### config.mk
export PLATFORM = sky130hd
export DESIGN_NAME = bus_cycle_decoder
export DESIGN_NICKNAME = d
export VERILOG_FILES = /design/src/rtl/bus_cycle_decoder.sv
export SDC_FILE = /design/constraint.sdc
export NUM_CORES = 1
export LEC_CHECK = 0
export ABC_AREA = 1
export CORE_AREA = 5 5 58 60
export CTS_BUF_LIST = sky130_fd_sc_hd__clkbuf_4 sky130_fd_sc_hd__clkbuf_8
export DETAILED_ROUTE_END_ITERATION = 16
export DIE_AREA = 0 0 63 65
export PLACE_DENSITY_LB_ADDON = 0.12
export SYNTH_ARGS = -nofsm -noshare
export SYNTH_HDL_FRONTEND = slang
export SYNTH_SLANG_ARGS = --single-unit
### constraint.sdc
create_clock -name clock -period 2.15 [get_ports clock]
set_clock_uncertainty 0.2 [all_clocks]
set_input_delay 0.5375 -clock clock [delete_from_list [all_inputs] [get_ports clock]]
set_output_delay 0.5375 -clock clock [all_outputs]
set_load 0.005 [all_outputs]
### src/rtl/bus_cycle_decoder.sv
// 8088 max-mode status decoder: latches the cycle type at T1, walks T1..T4 with RDY-driven TW, drives registered strobes.
// Optional BUS_CYCLE_TIMEOUT_EN forces T4 after TIMEOUT_CYCLES wait states and pulses BUS_TIMEOUT.
module bus_cycle_decoder #(
  parameter int unsigned TIMEOUT_CYCLES = 255
) (
  input  logic       clock,
  input  logic       reset_n,
  input  logic       cpu_clock_posedge,
  input  logic       cpu_clock_negedge,
  input  logic [2:0] S_N,
  input  logic       RDY,
  output logic       ALE,
  output logic       IO_OR_M,
  output logic       IO_E,
  output logic       INTA_N,
  output logic       IOR_N,
  output logic       IOW_N,
  output logic       MEMR_N,
  output logic       MEMW_N,
  output logic       HALT,
  output logic [2:0] BUS_STATE,
  output logic       BUS_TIMEOUT
);

  typedef enum logic [2:0] {
    ST_IDLE = 3'd0,
    ST_T1   = 3'd1,
    ST_T2   = 3'd2,
    ST_T3   = 3'd3,
    ST_TW   = 3'd4,
    ST_T4   = 3'd5
  } state_t;

  localparam logic [2:0] LP_INTA    = 3'b000;
  localparam logic [2:0] LP_IOR     = 3'b001;
  localparam logic [2:0] LP_IOW     = 3'b010;
  localparam logic [2:0] LP_HALT    = 3'b011;
  localparam logic [2:0] LP_CODE    = 3'b100;
  localparam logic [2:0] LP_MEMR    = 3'b101;
  localparam logic [2:0] LP_MEMW    = 3'b110;
  localparam logic [2:0] LP_PASSIVE = 3'b111;

  state_t     r_state, w_next_state;
  logic [2:0] r_type, w_next_type;
  logic       w_start, w_halt_set, w_timeout_hit;
  logic       w_cmd_win, w_in_cycle;
  logic       w_is_io, w_is_inta, w_is_memrd, w_is_memwr;
  logic       r_ale, r_io_or_m, r_io_e, r_inta_n, r_ior_n, r_iow_n, r_memr_n, r_memw_n, r_halt;

`ifdef BUS_CYCLE_TIMEOUT_EN
  logic [7:0] r_tw_cnt;
  logic       r_bus_timeout;

  assign w_timeout_hit = (r_state == ST_TW) && (r_tw_cnt >= 8'(TIMEOUT_CYCLES));

  always_ff @(posedge clock or negedge reset_n) begin
    if (!reset_n) begin
      r_tw_cnt      <= 8'd0;
      r_bus_timeout <= 1'b0;
    end else begin
      r_bus_timeout <= cpu_clock_posedge && w_timeout_hit && !RDY;
      if (cpu_clock_posedge) begin
        if (w_next_state != ST_TW)
          r_tw_cnt <= 8'd0;
        else if (r_state != ST_TW)
          r_tw_cnt <= 8'd1;
        else if (r_tw_cnt != 8'hFF)
          r_tw_cnt <= r_tw_cnt + 8'd1;
      end
    end
  end

  assign BUS_TIMEOUT = r_bus_timeout;
`else
  logic w_unused_cfg;
  assign w_unused_cfg  = ^8'(TIMEOUT_CYCLES);
  assign w_timeout_hit = 1'b0;
  assign BUS_TIMEOUT   = 1'b0;
`endif

  always_comb begin
    w_next_state = r_state;
    w_next_type  = r_type;
    w_start      = 1'b0;
    w_halt_set   = 1'b0;
    if (cpu_clock_posedge) begin
      case (r_state)
        ST_IDLE, ST_T4: begin
          w_next_state = ST_IDLE;
          if (S_N == LP_HALT) begin
            w_halt_set = 1'b1;
          end else if (S_N != LP_PASSIVE) begin
            w_next_state = ST_T1;
            w_next_type  = S_N;
            w_start      = 1'b1;
          end
        end
        ST_T1:        w_next_state = ST_T2;
        ST_T2:        w_next_state = ST_T3;
        ST_T3, ST_TW: w_next_state = (RDY || w_timeout_hit) ? ST_T4 : ST_TW;
        default:      w_next_state = ST_IDLE;
      endcase
    end
  end

  // Outputs are decoded from the next state so they land on the same edge as BUS_STATE.
  assign w_cmd_win  = (w_next_state == ST_T2) || (w_next_state == ST_T3) || (w_next_state == ST_TW);
  assign w_in_cycle = (w_next_state != ST_IDLE);
  assign w_is_io    = (w_next_type == LP_IOR) || (w_next_type == LP_IOW);
  assign w_is_inta  = (w_next_type == LP_INTA);
  assign w_is_memrd = (w_next_type == LP_CODE) || (w_next_type == LP_MEMR);
  assign w_is_memwr = (w_next_type == LP_MEMW);

  always_ff @(posedge clock or negedge reset_n) begin
    if (!reset_n) begin
      r_state   <= ST_IDLE;
      r_type    <= LP_PASSIVE;
      r_ale     <= 1'b0;
      r_io_or_m <= 1'b0;
      r_io_e    <= 1'b0;
      r_inta_n  <= 1'b1;
      r_ior_n   <= 1'b1;
      r_iow_n   <= 1'b1;
      r_memr_n  <= 1'b1;
      r_memw_n  <= 1'b1;
      r_halt    <= 1'b0;
    end else begin
      r_state   <= w_next_state;
      r_type    <= w_next_type;
      r_io_or_m <= w_in_cycle && (w_is_io || w_is_inta);
      r_io_e    <= w_cmd_win && w_is_io;
      r_inta_n  <= !(w_cmd_win && w_is_inta);
      r_ior_n   <= !(w_cmd_win && (w_next_type == LP_IOR));
      r_iow_n   <= !(w_cmd_win && (w_next_type == LP_IOW));
      r_memr_n  <= !(w_cmd_win && w_is_memrd);
      r_memw_n  <= !(w_cmd_win && w_is_memwr);
      if (w_halt_set)
        r_halt <= 1'b1;
      else if (w_start)
        r_halt <= 1'b0;
      // A coincident negedge pulse is dropped so ALE always spans a full half clock.
      if (w_start)
        r_ale <= 1'b1;
      else if (cpu_clock_negedge && !cpu_clock_posedge)
        r_ale <= 1'b0;
    end
  end

  assign ALE       = r_ale;
  assign IO_OR_M   = r_io_or_m;
  assign IO_E      = r_io_e;
  assign INTA_N    = r_inta_n;
  assign IOR_N     = r_ior_n;
  assign IOW_N     = r_iow_n;
  assign MEMR_N    = r_memr_n;
  assign MEMW_N    = r_memw_n;
  assign HALT      = r_halt;
  assign BUS_STATE = r_state;

endmodule

==> summary.txt, run 1 <==
Die area = 4095 um2
Die X = 63 um
Netlist Area Pre-Place = 790.8 um2
Hold Path Origin = HALT$_DFFE_PN0P_
XOR/XNOR Fraction of Synth Area = 0
Unrepaired setup endpoints after global routing = false
Share of cells above drive strength 1 = 0.2764
Post-DRT Antenna Nets = 0
Net Count, Synth = 102
CTS resizes = 0
Inserted Diodes = 0
Longest Clk Path Bufs = 2
Hold Path Stages = 2
Switching pwr = 597.8 uW
DR WL/cell = 11.04 um
Layout area overhead = 38.45%
Status = completed
Top Family by Delay on Critical Path = flip-flops
Peak VDD IR = 0.6491 mV
Post-layout min period = 2.032 ns
Post-CTS Hold Buffers = 0
Worst-path clk slew = 0.09 ns
Slowest cell on the critical path = dfstp_2
GP Congestion = 0.8370
Crit share post-route = 0.9453
Mean Syn Cell Area = 8.412 um2
Buffers & Inverters on Critical Path = 1
TritonCTS buffer count = 3
Detailed router's first-iteration violation count = 13
DP Worst Slack = -0.01161 ns
Met1 GRT Util = 0.1139
WL final = 1722 um
Logic pwr share = 0.558
Initial Utilization = 0.2748
Crit path required time = 1.41 ns
Number of max-cap violations = 0
Worst reg2reg setup slack = 0.45 ns
Post-detail-place hpwl = 1342 um
Largest net degree at the start of global routing = 16
Filler cells = 301
Yosys cell types = 23
GRT Total Usage = 0.09280
YS warnings = 0
PwrDens = 1358 nW/um2
Register share of total power = 0.334
Clock root buffer = clkbuf_4
Critical Path Stages = 1
Internal power = 888.7 uW
Cell accounting for the most synthesized area = dfstp_2
Vias in the first global route = 703
Critical path launch point type = flop
Crit path from = INTA_N$_DFF_PN1_
I/O Pins = 21
Grt met3 use = 0.03120
Initial antenna violation count = 0
First-pass GRT wire length = 2994 um
Critical Path Sink = INTA_N
Post-Syn Instances = 94
Htree depth = 1
Cell Chain, Critical Path = clkdlybuf4s50_1
P_leak = 0.5470 nW
Setup Fix Bufs, Post-CTS = 0
Worst-path maximum fanout = 1
Final worst slack = 0.1176 ns
Row count = 20
#FFs+latches synth = 15
Hold Vio Cnt, Final = 0
CP max stage delay = 0.53 ns
Critical path class = flop to primary output
Placeable Area = 2878 um2
DR pass1 iterations = 4
Reg2Reg Depth = 11
Final Max Slew Viols = 0
Synth top area cells = dfstp_2 (27%), dfrtp_1 (22%), nand2_1 (10%), inv_1 (6.6%), nand3_1 (5.1%)
Top cell type's share of synthesized area = 0.2658
Vias = 680
Reg2reg start = BUS_STATE[0]$_DFF_PN0_
Final setup viols = 0
Count of input and output buffers = 19
Total Nets Final = 132
Compound-Gate Fraction of Synth Area = 0.08228
Clk pwr share = 0.108
Most Crowded Layer GR = met2
Vias/cell = 4.359
Finished Layout Cells = 156
Remaining DRCs = 0
Sequential fraction of the synthesis area = 0.4873
Switching share of power = 0.4022
Clock sinks = 15
Multiplexer area fraction after synthesis = 0
Commonest non-fill, non-tap cell in the layout = nand2_1
Post-Synth Simple-Gate Area = 0.3259
WP data arrival = 1.29 ns
Largest family of logic cells by synthesized area = simple AND/OR/NAND/NOR gates
Crit. End Element = primary output
Adder-cell area share of the yosys netlist = 0
FMAX = 492.0 MHz
Met2 usage = 0.1474
Commonest non-fill, non-tap cells in the layout = nand2_1 (22), clkdlybuf4s50_1 (19), inv_1 (14)
Hold Crit Class = flop to flop
Global-route congestion overflow total = 0
RR Endpoint = IO_E$_DFF_PN0_
CTS tree = yes
Cells after DPL = 152
Clock Latency Late Sink = 0.28 ns
Height of the die = 65 um
-- worst reg2reg max path, stage by stage (launching register included) --
cell and delay (ns):
dfrtp_1 0.46, inv_2 0.08, nand2_1 0.09, nand2_2 0.09, nor2_8 0.12, nand3_1 0.10, nand2_1 0.08, nand2_2 0.10
nand3_1 0.13, nand2_1 0.06, nand2_1 0.06, inv_1 0.03
-- flip-flops by register name (all words and copies together) (netlist names) --
| name | cells |
|---|---|
| BUS_STATE | 3 |
| r_type | 3 |
| ALE | 1 |
| HALT | 1 |
| INTA_N | 1 |
| IOR_N | 1 |
| IOW_N | 1 |
| IO_E | 1 |
| IO_OR_M | 1 |
| MEMR_N | 1 |
| MEMW_N | 1 |
-- cells in the mapped netlist --
cell and n:
a21oi_1 2, nand2_1 22, a21oi_4 1, nand3_4 1, nand2_2 4, dfstp_2 8
nand4_1 4, nor2_1 7, o21ai_1 1, or2_2 1, nand3_2 1, nor3_1 1
inv_2 3, a31oi_1 1, o21ai_0 2, buf_4 1, nand3_1 8, clkbuf_4 1
a21oi_2 2, dfrtp_1 7, inv_1 14, nor2_8 1, conb_1 1
-- power by group through the flow --
stage	combinational, mW	clock (mW)	sequential (mW)
floorplan	0.494	0	0.502
global placement	0.834	0	0.504
detailed placement	0.836	0	0.505
CTS	0.843	0.172	0.500
global route	0.938	0.185	0.512
finish	0.829	0.160	0.497
-- final cells by class --
class                      instances  area, um2  share of cell area
inverter                          17      63.81             0.05829
multi-input combinational         60      326.6              0.2983
timing repair buffer              27      250.2              0.2286
clock inverter                     1      5.005            0.004571
tap                               33      41.29             0.03771
clock buffer                       3      22.52             0.02057
sequential                        15      385.4              0.3520
-- worst min path at each step --
stage | slack, ns | endpoint
global route | 0.36 | r_type[0]$_DFF_PN1_
finish | 0.32 | HALT$_DFFE_PN0P_
CTS | 0.33 | HALT$_DFFE_PN0P_
global placement | 0.28 | HALT$_DFFE_PN0P_
detailed placement | 0.31 | HALT$_DFFE_PN0P_
floorplan | 0.04 | ALE$_DFFE_PN0P_
-- cell families after synthesis --
| logic type | count (synthesis) |
|---|---|
| and+or+nand+nor | 50 |
| DFF | 15 |
| other | 1 |
| buffers and inverters | 19 |
| AOI/OAI and AO/OA | 9 |
-- layer usage --
layer,vias to the layer above,part of all wire
met2,15,0.45
met4,0,0.0075
met3,2,0.045
met5,-,0
li1,352,-
met1,311,0.49
-- per-stage QoR --
| step | TNS, ns | utilization | instance area [um2] | power (mW) | hold slack, ns |
|---|---|---|---|---|---|
| CTS | 0 | 0.3804 | 1095 | 1.515 | 0.3270 |
| finish | 0 | 0.3804 | 1095 | 1.486 | 0.3204 |
| detailed placement | -0.01161 | 0.3709 | 1067 | 1.341 | 0.3053 |
| floorplan | 0 | - | 790.8 | 0.9956 | 0.04191 |
| global placement | 0 | 0.3709 | 1067 | 1.338 | 0.2807 |
| global route | 0 | 0.3804 | 1095 | 1.635 | 0.3637 |
Power figures use the tool's default switching activity.
==> inputs of run 2 (changes only) <==
--- a/config.mk
+++ b/config.mk
@@ -6,6 +6,7 @@
 export NUM_CORES = 1
 export LEC_CHECK = 0
 export ABC_AREA = 1
+export ABC_CLOCK_PERIOD_IN_PS = 2150
 export CORE_AREA = 5 5 58 60
 export CTS_BUF_LIST = sky130_fd_sc_hd__clkbuf_4 sky130_fd_sc_hd__clkbuf_8
 export DETAILED_ROUTE_END_ITERATION = 16
==> results of run 2 <==
Final layout, timing and power as in run 1 (identical DEF).
==> inputs of run 3 (changes only) <==
--- a/config.mk
+++ b/config.mk
@@ -7,10 +7,12 @@
 export LEC_CHECK = 0
 export ABC_AREA = 1
 export ABC_CLOCK_PERIOD_IN_PS = 2150
-export CORE_AREA = 5 5 58 60
+export CELL_PAD_IN_SITES_DETAIL_PLACEMENT = 2
+export CELL_PAD_IN_SITES_GLOBAL_PLACEMENT = 2
+export CORE_AREA = 5 5 60 62
 export CTS_BUF_LIST = sky130_fd_sc_hd__clkbuf_4 sky130_fd_sc_hd__clkbuf_8
 export DETAILED_ROUTE_END_ITERATION = 16
-export DIE_AREA = 0 0 63 65
+export DIE_AREA = 0 0 65 67
 export PLACE_DENSITY_LB_ADDON = 0.12
 export SYNTH_ARGS = -nofsm -noshare
 export SYNTH_HDL_FRONTEND = slang
==> run 3 against run 2 <==
  * Total power up 0.76%
  * Cell count down 1.9%
  * Global-route usage up 2.0 points
  * Largest cell class unchanged
  * Combinational power down 0.5%
  * Sequential cell count unchanged
  * Critical path type unchanged
  * Register-to-register slack worse by 0.07 ns
  * First-iteration DRC count unchanged
==> summary.txt, run 3 (synthesis results as in run 1) <==
Row count = 20 (unchanged)
Initial antenna violation count = 0 (unchanged)
RR Endpoint = IO_E$_DFF_PN0_
GP Congestion = 0.7005 (-16%)
Layout area overhead = 35.60%
I/O Pins = 21 (unchanged)
Height of the die = 67 um (+3.1%)
Count of input and output buffers = 19 (unchanged)
Unrepaired setup endpoints after global routing = false
Final setup viols = 0 (unchanged)
Worst-path maximum fanout = 1 (unchanged)
Top Family by Delay on Critical Path = flip-flops
CTS tree = yes
Clock root buffer = clkbuf_4
Crit path required time = 1.41 ns (about the same)
Filler cells = 345 (+15%)
Commonest non-fill, non-tap cells in the layout = nand2_1 (22), clkdlybuf4s50_1 (19), inv_1 (14)
Hold_ws = 0.3337 ns (+0.01326 ns)
Cells after DPL = 149 (-2.0%)
Crit share post-route = 0.9542 (+0.008924)
Post-CTS Hold Buffers = 0 (unchanged)
Vias = 701 (+3.1%)
Crit. End Element = primary output
Setup Fix Bufs, Post-CTS = 0 (unchanged)
Longest Clk Path Bufs = 2 (unchanged)
Reg2reg start = BUS_STATE[0]$_DFF_PN0_
Critical Path Stages = 1 (unchanged)
Buffers & Inverters on Critical Path = 1 (unchanged)
Htree depth = 1 (unchanged)
PwrDens = 1397 nW/um2 (+2.9%)
Reg2Reg Depth = 11 (unchanged)
Critical path class = flop to primary output
DR WL/cell = 14.11 um (+28%)
Worst reg2reg setup slack = 0.38 ns (-0.07 ns)
Status = completed
Number of max-cap violations = 0 (unchanged)
Inserted Diodes = 0 (unchanged)
CP max stage delay = 0.53 ns (about the same)
Commonest non-fill, non-tap cell in the layout = nand2_1
Slowest cell on the critical path = dfstp_2
Post-DRT Antenna Nets = 0 (unchanged)
Post-layout min period = 2.052 ns (+0.01919 ns)
Crit path from = MEMR_N$_DFF_PN1_
P_leak = 0.5323 nW (-2.7%)
Final Max Slew Viols = 0 (unchanged)
Die X = 65 um (+3.2%)
Initial Utilization = 0.2655 (-0.009236)
Vias in the first global route = 752 (+7.0%)
Share of cells above drive strength 1 = 0.2583 (-0.01809)
Hold Path Stages = 2 (unchanged)
Global-route congestion overflow total = 0 (unchanged)
DR pass1 iterations = 2 (-2)
Placeable Area = 2978 um2 (+3.5%)
Die area = 4355 um2 (+6.3%)
Hold Crit Class = flop to flop
CTS resizes = 0 (unchanged)
Post-detail-place hpwl = 1701 um (+27%)
Clock Latency Late Sink = 0.29 ns (about the same)
Hold Vio Cnt, Final = 0 (unchanged)
Detailed router's first-iteration violation count = 13 (unchanged)
Peak VDD IR = 0.5345 mV (-18%)
Finished Layout Cells = 153 (-1.9%)
FMAX = 487.4 MHz (-0.94%)
WL final = 2159 um (+25%)
Vias/cell = 4.582 (+5.1%)
Cell Chain, Critical Path = clkdlybuf4s50_1
WP data arrival = 1.31 ns (+0.02 ns)
Largest net degree at the start of global routing = 16 (unchanged)
First-pass GRT wire length = 3691 um (+23%)
Critical Path Sink = MEMR_N
Remaining DRCs = 0 (unchanged)
Clock sinks = 15 (unchanged)
Total Nets Final = 129 (-2.3%)
GRT Total Usage = 0.1126 (+0.01981)
Critical path launch point type = flop
Worst-path clk slew = 0.10 ns (about the same)
TritonCTS buffer count = 3 (unchanged)
[run 3: worst min path at each step]
stage	startpoint	end	slack, ns
finish	HALT$_DFFE_PN0P_	HALT$_DFFE_PN0P_	0.33
global route	reset_n	IO_E$_DFF_PN0_	0.36
CTS	HALT$_DFFE_PN0P_	HALT$_DFFE_PN0P_	0.33
detailed placement	HALT$_DFFE_PN0P_	HALT$_DFFE_PN0P_	0.31
global placement	HALT$_DFFE_PN0P_	HALT$_DFFE_PN0P_	0.28
floorplan	reset_n	ALE$_DFFE_PN0P_	0.04
[run 3: area by class of cell]
type,instances,area [um2],share of cell area
clock buffer,3,22.52,0.02100
clock inverter,1,5.005,0.004667
inverter,17,63.81,0.05951
multi-input combinational,60,326.6,0.3046
sequential,15,385.4,0.3594
tap,33,41.29,0.03851
timing repair buffer,24,227.7,0.2124
[run 3: per-layer routing]
metal / vias to the layer above / global-route usage / wire length (um)
met5: - / 0 / 0
met4: 0 / 0.03958 / 11
met3: 2 / 0.04047 / 83
met2: 13 / 0.1839 / 1049
met1: 340 / 0.1359 / 1014
li1: 346 / - / -
[run 3: per-stage QoR]
step | utilization | area [um2] | total power, mW | setup WS (ns) | setup TNS [ns]
2_1_floorplan | - | 790.8 | 0.9956 | 0.5421 | 0
3_3_place_gp | 0.3508 | 1045 | 1.320 | -0.01225 | -0.01225
3_5_place_dp | 0.3508 | 1045 | 1.347 | -0.07072 | -0.1816
4_1_cts | 0.3601 | 1072 | 1.528 | 0.06993 | 0
5_1_grt | 0.3601 | 1072 | 1.634 | 0.03518 | 0
6_report | 0.3601 | 1072 | 1.498 | 0.09844 | 0
[run 3: power by group]
group	total (mW)	internal, mW	switching (mW)
Clock	0.171	0.0692	0.102
Sequential	0.502	0.425	0.0769
Combinational	0.825	0.369	0.456
